File: src/rtl/bcd_updown_counter.sv
// Two-digit BCD up/down counter with a prescaler that paces count steps.
// Outputs are registered; carry and step are single-cycle pulses.
module bcd_updown_counter #(
    parameter int DIV = 4
) (
    input  logic       clk,
    input  logic       reset,
    input  logic       en,
    input  logic       up,
    input  logic       clr,
    input  logic       load,
    input  logic [7:0] load_val,
    output logic [3:0] ones,
    output logic [3:0] tens,
    output logic       carry,
    output logic       step
);

    localparam logic [15:0] PRESC_LAST = 16'(DIV - 1);

    logic [15:0] presc;
    logic        step_cond;
    logic [3:0]  ones_nx;
    logic [3:0]  tens_nx;
    logic        wrap;

    function automatic logic [3:0] clamp_bcd(input logic [3:0] nib);
        return (nib > 4'd9) ? 4'd9 : nib;
    endfunction

    assign step_cond = en && (presc == PRESC_LAST);

    always_comb begin
        ones_nx = ones;
        tens_nx = tens;
        wrap    = 1'b0;
        if (up) begin
            if (ones == 4'd9) begin
                ones_nx = 4'd0;
                if (tens == 4'd9) begin
                    tens_nx = 4'd0;
                    wrap    = 1'b1;
                end else begin
                    tens_nx = tens + 4'd1;
                end
            end else begin
                ones_nx = ones + 4'd1;
            end
        end else begin
            if (ones == 4'd0) begin
                ones_nx = 4'd9;
                if (tens == 4'd0) begin
                    tens_nx = 4'd9;
                    wrap    = 1'b1;
                end else begin
                    tens_nx = tens - 4'd1;
                end
            end else begin
                ones_nx = ones - 4'd1;
            end
        end
    end

    // clr and load both restart the prescaler phase and suppress any pending step
    always_ff @(posedge clk or posedge reset) begin
        if (reset) begin
            presc <= '0;
            ones  <= '0;
            tens  <= '0;
            carry <= 1'b0;
            step  <= 1'b0;
        end else if (clr) begin
            presc <= '0;
            ones  <= '0;
            tens  <= '0;
            carry <= 1'b0;
            step  <= 1'b0;
        end else if (load) begin
            presc <= '0;
            ones  <= clamp_bcd(load_val[3:0]);
            tens  <= clamp_bcd(load_val[7:4]);
            carry <= 1'b0;
            step  <= 1'b0;
        end else begin
            carry <= 1'b0;
            step  <= 1'b0;
            if (en) begin
                presc <= (presc == PRESC_LAST) ? '0 : presc + 16'd1;
                if (step_cond) begin
                    ones  <= ones_nx;
                    tens  <= tens_nx;
                    carry <= wrap;
                    step  <= 1'b1;
                end
            end
        end
    end

endmodule

File: config.mk
export PLATFORM = sky130hd
export DESIGN_NAME = bcd_updown_counter
export DESIGN_NICKNAME = d
export VERILOG_FILES = /design/src/rtl/bcd_updown_counter.sv
export SDC_FILE = /design/constraint.sdc
export NUM_CORES = 1
export LEC_CHECK = 0
export CAP_MARGIN = 20
export CORE_MARGIN = 2
export CORE_UTILIZATION = 50
export CTS_BUF_LIST = sky130_fd_sc_hd__clkbuf_16
export DETAILED_ROUTE_END_ITERATION = 12
export GPL_TIMING_DRIVEN = 0
export PLACE_DENSITY_LB_ADDON = 0.1
export REMOVE_ABC_BUFFERS = 1
export SLEW_MARGIN = 25
export SYNTH_ARGS = -nofsm -noshare
export SYNTH_HDL_FRONTEND = slang
export SYNTH_SLANG_ARGS = --single-unit
File: constraint.sdc
create_clock -name clk -period 1.7 [get_ports clk]
set_clock_uncertainty 0.05 [all_clocks]
set_input_delay 0.425 -clock clk [delete_from_list [all_inputs] [get_ports clk]]
set_output_delay 0.425 -clock clk [all_outputs]
set_load 0.1 [all_outputs]
# [Word level (Yosys, flattened, before mapping)]
# Index checks and enable logic that the tools add are counted.
[totals] reg_bits=26 input_bits=14 wordCells=59
[classes] n_addsub=5 order_cmp=2 eq_ne=4 muxes=35 reduce_logical=8
[ops] op="4-bit 2-to-1 mux" n=18
[ops] op="16-bit 2-to-1 mux" n=4
[ops] op="16-bit by 1-bit adder with 16-bit output (second input constant)" n=1
[ops] op="16-bit by 2-bit equality test with 1-bit output (second input constant)" n=1
[ops] op="1-bit 2-to-1 mux" n=13
[ops] op="4-bit by 1-bit adder with 4-bit output (second input constant)" n=2
[ops] op="4-bit equality test (second input constant)" n=2
[ops] op="4-bit > comparator (second input constant)" n=2
[ops] op="4-bit zero test" n=2
[ops] op="4-bit by 1-bit subtractor with 4-bit output (second input constant)" n=2
[ops] op="3-bit nonzero test" n=2
[ops] op="4-bit by 1-bit inequality test with 1-bit output (second input constant)" n=1
[ops] op="4-bit AND reduction" n=1
[ops] op="4-bit nonzero test" n=1
[ops] op="2-bit AND reduction" n=1
[ops] op="1-bit logical AND" n=1

# [Longest topological paths before layout]
[logic_depth] word_depth=8 ltp_mapped=7

# [Least setup slack after synthesis]
# OpenSTA, ideal clock, no wires.
[synth_timing] path_kind="flip-flop to flip-flop" start="register ones[1]" end="register tens[3]" setup_time_ps=124 arrival_ps=2225 required_ps=1526 path_slack_ps=-699 path_stages_with_launch=8 n_path_buf=0 cell_sequence="dfrtp_1 -> inv_1 -> ha_1 -> and2_1 -> o2bb2ai_1 -> nor4b_4 -> and3_1 -> o31a_1"
[synth_via] elab_chain_len=3 elab_cells_between_ends=5 classes_between="eq/ne: 2; reduce/logical: 3"
[synth_lines] item="from (decl)" line_no="13" rtl="output logic [3:0] ones,"
[synth_lines] item="from (signal assigned)" line_no="80" rtl="ones <= clamp_bcd(load_val[3:0]);"
[synth_lines] item="from (signal assigned)" line_no="90" rtl="ones <= ones_nx;"
[synth_lines] item="4-bit equality test / 4-bit zero test (equally long branches)" line_no="38, 50"
[synth_lines] item="4-bit by 1-bit inequality test with 1-bit output (no source line) / 4-bit nonzero test (equally long branches)"
[synth_lines] item="4-bit AND reduction (no source line) (*)"
[synth_lines] item="to (signal assigned)" line_no="81" rtl="tens <= clamp_bcd(load_val[7:4]);"
[synth_lines] item="to (signal assigned)" line_no="91" rtl="tens <= tens_nx;"
[synth_lines] item="to (decl)" line_no="14" rtl="output logic [3:0] tens,"
# Mark *: on every way between the ends. The rest lies on a longest branch, timed or not.
# A chain may end at the register's enable or synchronous reset.

# [Worst setup path in the final report]
[layout_timing] start="register presc[5]" end="register ones[1]"
[layout_via] elab_chain_len=4
[layout_lines] item="from (decl)" line_no="21" rtl="logic [15:0] presc;"
[layout_lines] item="from (signal assigned)" line_no="88" rtl="presc <= (presc == PRESC_LAST) ? '0 : presc + 16'd1;"
[layout_lines] item="16-bit by 2-bit equality test with 1-bit output" line_no="31" rtl="assign step_cond = en && (presc == PRESC_LAST);"
[layout_lines] item="1-bit logical AND" line_no="31"
[layout_lines] item="3-bit nonzero test (no source line)"
[layout_lines] item="2-bit AND reduction (no source line)"
# No other way between the ends.

==> results_dict.tcl <==
set metrics [dict create \
    p_per_area_mw_per_mm2 669 \
    synthArstFlopShare 1.00 \
    vias 1635 \
    nets 262 \
    combPwrFrac 0.287 \
    slew-limit-headroom 0.626 \
    grt_pass1_wl_um 7120 \
    drt_iter0_markers 93 \
    switching_share 0.331 \
    path_max_fanout 5 \
    ys.flop_type "dfrtp_1" \
    postCtsHoldBufs 0 \
    dr.pass1.iters 4 \
    post_drt_wl_per_cell_um 16.2 \
    hpwl_um 2800 \
    pin_count 24 \
    cts_root_buffer "clkbuf_16" \
    synthTopCellsByArea "dfrtp_1 36%, ha_1 4.8%, nor2_1 4.7%, xor2_1 4.3%, inv_1 3.9%" \
    grt_max_degree 27 \
    yosys_register_bits 26 \
    leakage_nw 1.06 \
    power_switching_mw 0.561 \
    synthAdderAreaFrac 0.0480 \
    hp-class "in -> reg" \
    synth_top_family_by_area "simple AND/OR/NAND/NOR gates" \
    clkLatencyLatePin_ns 0.26 \
    r2r_cells 5 \
    gp_congestion 0.831 \
    synth_compound_area_frac 0.144 \
    synth_edf_count 0 \
    rows 21 \
    power_mw 1.70 \
    routed_via_density 5.72 \
    status "finished with violations" \
    p_clk_frac 0.316 \
    netlist.area_leader.share 0.356 \
    clock-sinks 26 \
    area.growth.synth_to_final_pct 38.9 \
    worstReg2RegStart "presc[5]" \
    core_area_mm2 0.00342 \
    synthDistinctLibCells 47 \
    seqPwrFrac 0.397 \
    rsz0062_at_grt "true" \
    start_util 0.534 \
    synth-simple-area-share 0.271 \
    grt_pass1_vias 1560 \
    die_area_mm2 0.00415 \
    antenna_found_initial 0 \
    ir_worst_vdd_mv 0.386 \
    synth.most_common_cell "dfrtp_1" \
    cts_tree "done" \
    synth_area_mm2 0.00183 \
    syn_avg_cell_area_um2 8.73 \
    synth_top_cell_by_area "dfrtp_1" \
    r2r_end "ones[1]" \
    grt_remaining_overflow 0 \
    synth_common_cells "26 x dfrtp_1, 23 x nor2_1, 19 x inv_1" \
    r2r_slack_ns -0.18 \
    postLayoutSetupSlackWorst_ns -0.177 \
    io_buffer_count 23 \
    remaining_drc_errors 0 \
    antenna_cells 0 \
    whs_ns 0.421 \
    max-cap-violations 0 \
    hold_start "clr" \
    grt_usage 0.216 \
    violations "setup timing" \
    fmax_mhz 533 \
    whs_path_depth 2 \
    die_w_um 64.4 \
    wirelength_um 4620 \
    synth_cells 209 \
    finalHoldViolations 0 \
    yosys_warnings 0 \
    period_needed_ns 1.88 \
    min_to "tens[2]" \
    endpoint_kind "register" \
    crit_type "reg -> reg" \
    period_share 1.10 \
    synth_mux_area_frac 0.0466 \
    final-setup-viol-count 23 \
    p_int_mw 1.14 \
    drv_slew 0 \
    die_y_um 64.4 \
    critPathArrivalTime_ns 1.98 \
    final_layout_size_suffix_gt1_frac 0.358 \
    ant_nets 0 \
    cts_buffers 3 \
    path_clk_slew_ns 0.07 \
    synth_seq_area_share 0.356 \
    fillCellCount 250 \
    synth_xor_area_frac 0.0672 \
    cp.required_ns 1.80 \
    worst_setup_path_start_kind "register" \
    cts-htree-levels 1 \
    max_slew.worst_pin.slew_ns 0.559 \
    clk_path_buf_depth 2 \
]
-- layout by cell type (no fill, tap or decap), types with 4 or more instances in the layout --
cell type,count
nor2_1,9
xor2_1,6
a21oi_1,12
nor4_4,4
clkdlybuf4s50_1,9
buf_4,14
mux2i_1,4
nor2_4,14
dfrtp_2,6
clkbuf_16,4
ha_1,4
dfrtp_1,20
nand2_1,14
inv_1,17
nand2b_1,4
nand3_1,12
-- layout make-up --
cell class | instances | area, µm² | share of cell area
clock buffer | 3 | 75.1 | 0.0296
clock inverter | 1 | 3.75 | 0.00148
inverter | 19 | 71.3 | 0.0281
multi-input combinational | 153 | 1320 | 0.519
sequential | 26 | 658 | 0.259
tap | 46 | 57.6 | 0.0227
timing repair buffer | 38 | 354 | 0.140
-- through the flow --
stage	util	setup slack (ns)	std cells	area, µm²	setup TNS, ns
global route	0.742	-0.269	286	2540	-3.92
global placement	0.604	-1.06	267	2060	-22.52
detailed placement	0.604	-1.06	267	2060	-23.76
floorplan	-	-0.739	198	1780	-6.78
finish	0.742	-0.177	286	2540	-2.26
CTS	0.656	-0.166	280	2240	-2.00
-- routing by layer --
metal,vias to the layer above,part of all wire,GRT usage
met4,0,0.022,0.0745
met3,9,0.036,0.0313
met2,45,0.51,0.379
li1,788,-,-
met1,793,0.44,0.272
met5,-,0,0
-- registers in the layout, indices dropped and copies added, names as in the netlist --
register / cells
tens: 4
presc: 16
carry: 1
ones: 4
step: 1
-- power by group through the flow --
stage / sequential, mW / combinational, mW / clock [mW]
2_1_floorplan: 0.796 / 0.167 / 0
3_3_place_gp: 0.686 / 0.389 / 0
3_5_place_dp: 0.689 / 0.399 / 0
4_1_cts: 0.671 / 0.436 / 0.533
5_1_grt: 0.678 / 0.522 / 0.572
6_report: 0.674 / 0.487 / 0.536
-- kinds of logic (layout without fill, tap and decap cells) --
family	count (synthesis)	after routing
buffers and inverters	30	61
AOI/OAI and AO/OA	39	39
adders and majority gates	7	7
and+or+nand+nor	86	86
xor gates and xnor gates	14	14
muxes	7	7
DFF	26	26
-- worst max path at each step --
| stage | cells after the start | start | slack, ns | end |
|---|---|---|---|---|
| after detailed placement | 4 | load | -1.06 | ones[1] |
| after floorplan | 7 | ones[1] | -0.74 | tens[3] |
| final | 5 | presc[5] | -0.18 | ones[1] |
| after global placement | 4 | load | -1.06 | ones[1] |
| after global routing | 5 | presc[5] | -0.27 | tens[2] |
| after CTS | 5 | presc[9] | -0.17 | ones[1] |
-- critical path, stage by stage, from the launching register on --
cell      delay (ns)
dfrtp_2         0.45
nor4_4          0.33
nand4_4         0.17
or2_4           0.29
nand2b_4        0.15
mux2_4          0.32
-- what timing repair did --
action | CTS | global route
endpoints found under the setup margin | 33 | 32
resized for setup | 82 | 58
buffers inserted | 9 | 5
hold endpoints to repair | 0 | 0
cloned | 0 | 1
pin swaps | 6 | 23
Note: power is estimated with default switching activity, not from simulation.
